[src/rtl/uart_rx_cfg.sv]
// Parametrised UART receiver: configurable payload width, parity mode and stop-bit count.
// Completed words are held behind a valid/ready handshake with parity, framing, break and overrun flags.
module uart_rx_cfg #(
  parameter int BIT_RATE     = 9600,
  parameter int CLK_HZ       = 100000000,
  parameter int PAYLOAD_BITS = 8,
  parameter int PARITY       = 0,
  parameter int STOP_BITS    = 1
) (
  input  logic                    clk,
  input  logic                    reset,
  input  logic                    uart_rxd,
  input  logic                    recv_en,
  input  logic                    recv_ready,
  output logic                    recv_valid,
  output logic [PAYLOAD_BITS-1:0] recv_data,
  output logic                    parity_err,
  output logic                    frame_err,
  output logic                    break_det,
  output logic                    overrun
);

  localparam int CPB   = CLK_HZ / BIT_RATE;
  localparam int CNT_W = $clog2(CPB) + 1;
  localparam logic [CNT_W-1:0] BIT_END   = CNT_W'(CPB - 1);
  localparam logic [CNT_W-1:0] HALF_END  = CNT_W'(CPB / 2 - 1);
  localparam logic [3:0]       LAST_DATA = 4'(PAYLOAD_BITS - 1);
  localparam logic [3:0]       LAST_STOP = 4'(STOP_BITS - 1);

  typedef enum logic [2:0] {
    S_IDLE, S_START, S_DATA, S_PAR, S_STOP, S_WAIT_HIGH
  } state_t;

  function automatic logic parity_bad(input logic [PAYLOAD_BITS-1:0] data, input logic pbit);
    logic x;
    x = (^data) ^ pbit;
    return (PARITY == 1) ? ~x : x;
  endfunction

  state_t                  state;
  logic                    sync_p0, rxd_s;
  logic [CNT_W-1:0]        cnt;
  logic [3:0]              idx;
  logic [PAYLOAD_BITS-1:0] shreg;
  logic                    armed;
  logic                    par_err_r, fr_err_r, zero_r;
  logic                    done, done_par, done_fr, done_brk;

  logic bit_tick, stop_low, fr_next, zero_next;
  always_comb begin
    bit_tick  = (cnt == BIT_END);
    stop_low  = ~rxd_s;
    fr_next   = fr_err_r | stop_low;
    // Only the first stop bit takes part in break detection.
    zero_next = zero_r & ((idx != 4'd0) | stop_low);
  end

  // Stage: synchroniser and frame FSM
  always_ff @(posedge clk or posedge reset) begin
    if (reset) begin
      sync_p0   <= 1'b1;
      rxd_s     <= 1'b1;
      state     <= S_IDLE;
      cnt       <= '0;
      idx       <= '0;
      shreg     <= '0;
      armed     <= 1'b0;
      par_err_r <= 1'b0;
      fr_err_r  <= 1'b0;
      zero_r    <= 1'b0;
      done      <= 1'b0;
      done_par  <= 1'b0;
      done_fr   <= 1'b0;
      done_brk  <= 1'b0;
    end else begin
      sync_p0 <= uart_rxd;
      rxd_s   <= sync_p0;
      done    <= 1'b0;
      if (!recv_en) begin
        // Disarm so a line already low at re-enable must go high before a start counts.
        state <= S_IDLE;
        cnt   <= '0;
        idx   <= '0;
        armed <= 1'b0;
      end else begin
        case (state)
          S_IDLE: begin
            cnt <= '0;
            idx <= '0;
            if (rxd_s)      armed <= 1'b1;
            else if (armed) state <= S_START;
          end
          S_START: begin
            if (cnt == HALF_END) begin
              cnt <= '0;
              if (rxd_s) begin
                state <= S_IDLE;
              end else begin
                state     <= S_DATA;
                par_err_r <= 1'b0;
                fr_err_r  <= 1'b0;
                zero_r    <= 1'b1;
              end
            end else begin
              cnt <= cnt + CNT_W'(1);
            end
          end
          S_DATA: begin
            if (bit_tick) begin
              cnt    <= '0;
              shreg  <= {rxd_s, shreg[PAYLOAD_BITS-1:1]};
              zero_r <= zero_r & ~rxd_s;
              if (idx == LAST_DATA) begin
                idx   <= '0;
                state <= (PARITY != 0) ? S_PAR : S_STOP;
              end else begin
                idx <= idx + 4'd1;
              end
            end else begin
              cnt <= cnt + CNT_W'(1);
            end
          end
          S_PAR: begin
            if (bit_tick) begin
              cnt       <= '0;
              par_err_r <= parity_bad(shreg, rxd_s);
              zero_r    <= zero_r & ~rxd_s;
              state     <= S_STOP;
            end else begin
              cnt <= cnt + CNT_W'(1);
            end
          end
          S_STOP: begin
            if (bit_tick) begin
              cnt      <= '0;
              fr_err_r <= fr_next;
              zero_r   <= zero_next;
              if (idx == LAST_STOP) begin
                idx      <= '0;
                done     <= 1'b1;
                done_par <= par_err_r;
                done_fr  <= fr_next;
                done_brk <= zero_next;
                state    <= fr_next ? S_WAIT_HIGH : S_IDLE;
              end else begin
                idx <= idx + 4'd1;
              end
            end else begin
              cnt <= cnt + CNT_W'(1);
            end
          end
          S_WAIT_HIGH: begin
            if (rxd_s) state <= S_IDLE;
          end
          default: state <= S_IDLE;
        endcase
      end
    end
  end

  // Stage: output word register and handshake
  always_ff @(posedge clk or posedge reset) begin
    if (reset) begin
      recv_valid <= 1'b0;
      recv_data  <= '0;
      parity_err <= 1'b0;
      frame_err  <= 1'b0;
      break_det  <= 1'b0;
      overrun    <= 1'b0;
    end else begin
      overrun <= 1'b0;
      if (done) begin
        if (!recv_valid || recv_ready) begin
          recv_valid <= 1'b1;
          recv_data  <= shreg;
          parity_err <= done_par;
          frame_err  <= done_fr;
          break_det  <= done_brk;
        end else begin
          overrun <= 1'b1;
        end
      end else if (recv_valid && recv_ready) begin
        recv_valid <= 1'b0;
      end
    end
  end

endmodule

[config.mk]
export PLATFORM = sky130hd
export DESIGN_NAME = uart_rx_cfg
export DESIGN_NICKNAME = d
export VERILOG_FILES = /design/src/rtl/uart_rx_cfg.sv
export SDC_FILE = /design/constraint.sdc
export NUM_CORES = 1
export LEC_CHECK = 0
export CAP_MARGIN = 20
export CORE_ASPECT_RATIO = 0.6
export CORE_MARGIN = 5
export CORE_UTILIZATION = 53
export DETAILED_ROUTE_END_ITERATION = 10
export GPL_TIMING_DRIVEN = 0
export PLACE_DENSITY = 0.81
export REMOVE_ABC_BUFFERS = 1
export SYNTH_ARGS = -nofsm -noshare
export SYNTH_HDL_FRONTEND = slang
export SYNTH_SLANG_ARGS = --single-unit
export TNS_END_PERCENT = 20
[constraint.sdc]
create_clock -name clk -period 2.6 [get_ports clk]
set_input_delay 0.52 -clock clk [delete_from_list [all_inputs] [get_ports clk]]
set_output_delay 0.52 -clock clk [all_outputs]
set_load 0.01 [all_outputs]
=== Yosys cells after proc, flatten, opt, wreduce, memory -nomap -nowiden ===
Cells that the tools add are included.

* Add/subtract/negate cells: 2
* Eq/ne operators: 27
* Muxes and demuxes: 46
* Bitwise operators: 6
* Reductions and logical operators: 23

{| class="wikitable"
|+ Operator list
! kind !! number
|-
| 15-bit two-way mux || 3
|-
| 15-bit one-hot mux with 3 select lines || 1
|-
| 3-bit two-way mux || 11
|-
| 3-bit != test (second input constant) || 9
|-
| 1-bit two-way mux || 20
|-
| 4-bit two-way mux || 5
|-
| 3-bit one-hot mux with 6 select lines || 1
|-
| 15-bit by 1-bit adder with 15-bit output (second input constant) || 1
|-
| 15-bit by 13-bit == test with 1-bit output (second input constant) || 1
|-
| 15-bit by 14-bit == test with 1-bit output (second input constant) || 1
|-
| 4-bit one-hot mux with 3 select lines || 1
|-
| 5-bit AND reduction || 2
|-
| 9-bit AND reduction || 1
|-
| 2-bit by 1-bit != test with 1-bit output (second input constant) || 4
|-
| 2-bit != test (second input constant) || 4
|-
| 8-bit XOR reduction || 1
|-
| 3-bit by 2-bit == test with 1-bit output (second input constant) || 2
|-
| 3-bit == test (second input constant) || 2
|-
| 2-bit AND reduction || 3
|-
| 3-bit AND reduction || 2
|-
| 6-bit AND reduction || 1
|-
| 2-bit nonzero test || 3
|-
| 4-bit by 1-bit adder with 4-bit output (second input constant) || 1
|-
| 4-bit by 3-bit == test with 1-bit output (second input constant) || 1
|-
| 20 further kinds || 23
|}

* Register bits after elaboration: 53
* Bits of input ports: 5
* Logic and storage cells: 124

=== Logic depth before layout (Yosys ltp) ===
* Depth after elaboration: 7
* Depth in mapped cells: 7

=== Worst setup path before layout ===
Ideal clock, no wire load.

* Path type: reg-to-reg
* Start point: register cnt[10]
* End point: register idx[0]
* Library setup time: 0.125 ns
* Data arrival time: 2.450 ns
* Required time: 2.475 ns
* Path slack: 0.025 ns
* Cell stages (with the launch flop): 7
* Path buffers: 1
* Clock period less this slack: 2.575 ns
* Path through: dfrtp_1 -> or4b_1 -> or4_1 -> buf_2 -> maj3_2 -> o21ai_2 -> mux2_2

* Longest elaborated chain between the ends: 3
* Elaborated cells between the ends (all ways): 4
* Those cells by class: 3 x eq/ne; 1 x reduce/logical

{| class="wikitable"
|+ RTL lines
! element !! line !! RTL
|-
| from (decl) || 42 || <nowiki>logic [CNT_W-1:0] cnt;</nowiki>
|-
| from (signal assigned) || 105 || <nowiki>cnt <= cnt + CNT_W'(1);</nowiki>
|-
| from (signal assigned) || 120 || <nowiki>cnt <= cnt + CNT_W'(1);</nowiki>
|-
| from (signal assigned) || 130 || <nowiki>cnt <= cnt + CNT_W'(1);</nowiki>
|-
| 15-bit by 14-bit == test with 1-bit output * || 51 || <nowiki>bit_tick = (cnt == BIT_END);</nowiki>
|-
| 3-bit != test (no line) || - ||
|-
| 3-bit AND reduction (no line) * || - ||
|-
| to (signal assigned) || 117 || <nowiki>idx <= idx + 4'd1;</nowiki>
|-
| to (signal assigned) || 146 || <nowiki>idx <= idx + 4'd1;</nowiki>
|-
| to (decl) || 43 || <nowiki>logic [3:0] idx;</nowiki>
|}

Every way passes the cells marked *; elsewhere a longest branch is shown, timed or not.
A chain may end at the register's enable or synchronous reset.

=== Final worst setup path ===
* Start point: register cnt[10]
* End point: register shreg[2]

* Longest elaborated chain between the ends: 2

{| class="wikitable"
|+ RTL lines
! element !! line !! RTL
|-
| 15-bit by 14-bit == test with 1-bit output || 51 ||
|-
| 3-bit AND reduction (no line) || - ||
|-
| to (signal assigned) || 111 || <nowiki>shreg <= {rxd_s, shreg[PAYLOAD_BITS-1:1]};</nowiki>
|-
| to (decl) || 44 || <nowiki>logic [PAYLOAD_BITS-1:0] shreg;</nowiki>
|}

No other way between the ends.

==> impl_metrics.tcl <==
set metrics [dict create \
    crit_type "reg -> reg" \
    p_leak_nw 1.35 \
    chipHeight_um 66.2 \
    syn_area_sq_um 2790 \
    end_kind "register" \
    grt_pass1_wl_mm 10.4 \
    fill_cells 387 \
    layout_commonest_cell "dfrtp_1" \
    powerDensity_nw_per_um2 466 \
    max-vdd-ir-drop_uv 309 \
    grtUsageTotal_pct 18.9 \
    overflow 0 \
    rsz0062_at_grt "yes" \
    antenna_found_initial 0 \
    io_pins 18 \
    fin_crit_ns 2.64 \
    critical_path_arrival_ns 2.84 \
    synth-seq-cells 53 \
    via_per_inst 6.05 \
    tritoncts "done" \
    p_total_mw 1.47 \
    dr.first_iter.drc_count 235 \
    routedWlPerCell_um 17.1 \
    setup_tns_ns -0.259 \
    firstDrtPassIters 5 \
    die_area_sq_um 6860 \
    cts_buffers 5 \
    antenna_cells 0 \
    hold_class "reg -> reg" \
    die_x_um 104 \
    pre_cts_slack_ns -0.341 \
    startpoint_type "register" \
    final_min_period_over_clock_period_pct 102 \
    setup_viol 8 \
    max-cap-violations 0 \
    layout.cells.non_filler 345 \
    drt.antenna.violating_nets 0 \
    grt_start_max_net_pins 35 \
    clkSlewWorstSetupHoldPaths_ns 0.09 \
    route.detailed.drc 0 \
    vias 2086 \
    violations "setup timing" \
    tightest_slew_ns 0.661 \
    gp_congestion 0.920 \
    dp.cells 335 \
    cts.sinks 53 \
    synth_edf_count 0 \
    cpMaxStageDelayCell "or4_4" \
    seq_area_frac_synth_pct 47.7 \
    insertion_delay_ns 0.31 \
    critPathRequiredTime_ns 2.80 \
    root_buffer "clkbuf_8" \
    first_global_vias 2027 \
    finalClockSkew_ns 0.00613 \
    max_freq_ghz 0.379 \
    htree_levels 2 \
    layout-drive-gt1-share_pct 19.0 \
    syn2layout_area_growth_pct 13.1 \
    hpwl_mm 4.15 \
    cp.buffers_inverters 0 \
    relSlewSlack_pct 55.8 \
    synth.distinct_cells 54 \
    core_sq_um 5080 \
    syn_avg_cell_area_sq_um 10.5 \
    num_rows 20 \
    timing.critical_path.max_delay_family "simple AND/OR/NAND/NOR gates" \
    most-common-layout-cells "dfrtp_1, nand2_1, clkdlybuf4s50_1" \
    clk_path_buf_depth 2 \
    ys.flop_type "dfrtp_1" \
    timing.final.ws_setup_ns -0.0408 \
    fin_nets 286 \
    async_flop_share_pct 100 \
    hold_viol_final 0 \
    wl_mm 5.90 \
    portBuffers 17 \
    status "complete, but fails checks" \
    drv_slew 0 \
    yosysWarningCount 0 \
    synthCells 265 \
    postLayoutCoreUtil_pct 62.0 \
    crit_chain "or4_4, or4_1, or3_1, or3_4, mux2_4" \
    cpPeakStageDelay_ns 0.53 \
    initial_core_util_pct 54.9 \
    cp_max_fo 8 \
]
-- routing by layer --
| layer | wire (um) | global-route usage (%) | vias to the layer above |
|---|---|---|---|
| li1 | - | - | 973 |
| met4 | 19 | 4.58 | 0 |
| met5 | 0 | 0 | - |
| met3 | 322 | 3.71 | 3 |
| met1 | 3130 | 30.0 | 1040 |
| met2 | 2430 | 25.7 | 70 |
-- state kept, by name (all words and copies together), names as in the netlist, 3 cells and up --
signal     flops
cnt           15
state          3
idx            4
shreg          8
recv_data      8
-- logic make-up after synthesis --
group / Yosys count / synth area share (%)
flip-flops: 53 / 47.7
XOR/XNOR: 19 / 5.97
adder cells (fa/ha/maj): 4 / 1.75
multiplexers: 25 / 11.1
buffers and inverters: 25 / 3.68
AND/OR/NAND/NOR: 103 / 21.1
AO/OA/AOI/OAI: 36 / 8.75
-- synth_stat cells (4+ instances only) --
cell type  count  share of area [%]
nor4_1         5                1.1
mux2_2        15                6.1
or3_1          5                1.1
dfrtp_1       51                 46
o21ai_0        8                1.4
mux2_4         8                4.3
nor2b_1        4               0.90
or4_1          4                1.1
xnor2_1       15                4.7
nor3_1        13                2.3
nand2b_1       7                1.6
nand3_1        7                1.3
a21oi_1        7                1.3
nand4_1        5                1.1
nand2_1       19                2.6
xor2_1         4                1.3
nor2_1        15                2.0
clkbuf_1      12                1.6
inv_1         11                1.5
-- cell type report --
class	count	area [sq um]	area share, %
Inverter	11	41.3	1.31
Timing Repair Buffer	20	205	6.51
Multi-Input combinational cell	187	1380	43.7
Sequential cell	53	1330	42.3
Tap cell	66	82.6	2.62
Clock buffer	6	72.6	2.30
Clock inverter	2	38.8	1.23
-- per-stage QoR --
step / hold slack (ns) / instance area, sq um
finish: 0.367 / 3150
global route: 0.372 / 3150
CTS: 0.369 / 3140
detailed placement: 0.355 / 3000
global placement: 0.346 / 2980
floorplan: 0.345 / 2730
-- power breakdown --
group	internal [mW]	switching [mW]
logic	0.0220	0.0410
clock network	0.291	0.278
registers	0.829	0.00785
total	1.14	0.327
-- timing repair --
action,CTS,global route
hold buffers,0,0
pin swaps,2,1
buffers inserted,2,0
endpoints found under the hold margin,0,0
gates resized for setup,5,3
setup endpoints to repair,11,9
-- worst paths after layout --
| path | from | cells after the start | slack [ns] | to |
|---|---|---|---|---|
| min in group asynchronous | reset | 2 | 0.53 | recv_data[5]$_DFFE_PP0P_ |
| hold / removal | sync_p0$_DFF_PP1_ | 0 | 0.37 | rxd_s$_DFF_PP1_ |
| max in group asynchronous | reset | 3 | 1.49 | rxd_s$_DFF_PP1_ |
| setup / recovery | cnt[10]$_DFFE_PP0P_ | 5 | -0.04 | shreg[2]$_DFFE_PP0P_ |
| setup reg to reg | cnt[10]$_DFFE_PP0P_ | 5 | -0.04 | shreg[2]$_DFFE_PP0P_ |
| hold reg to reg | sync_p0$_DFF_PP1_ | 0 | 0.37 | rxd_s$_DFF_PP1_ |
(Power assumes the default switching activity.)
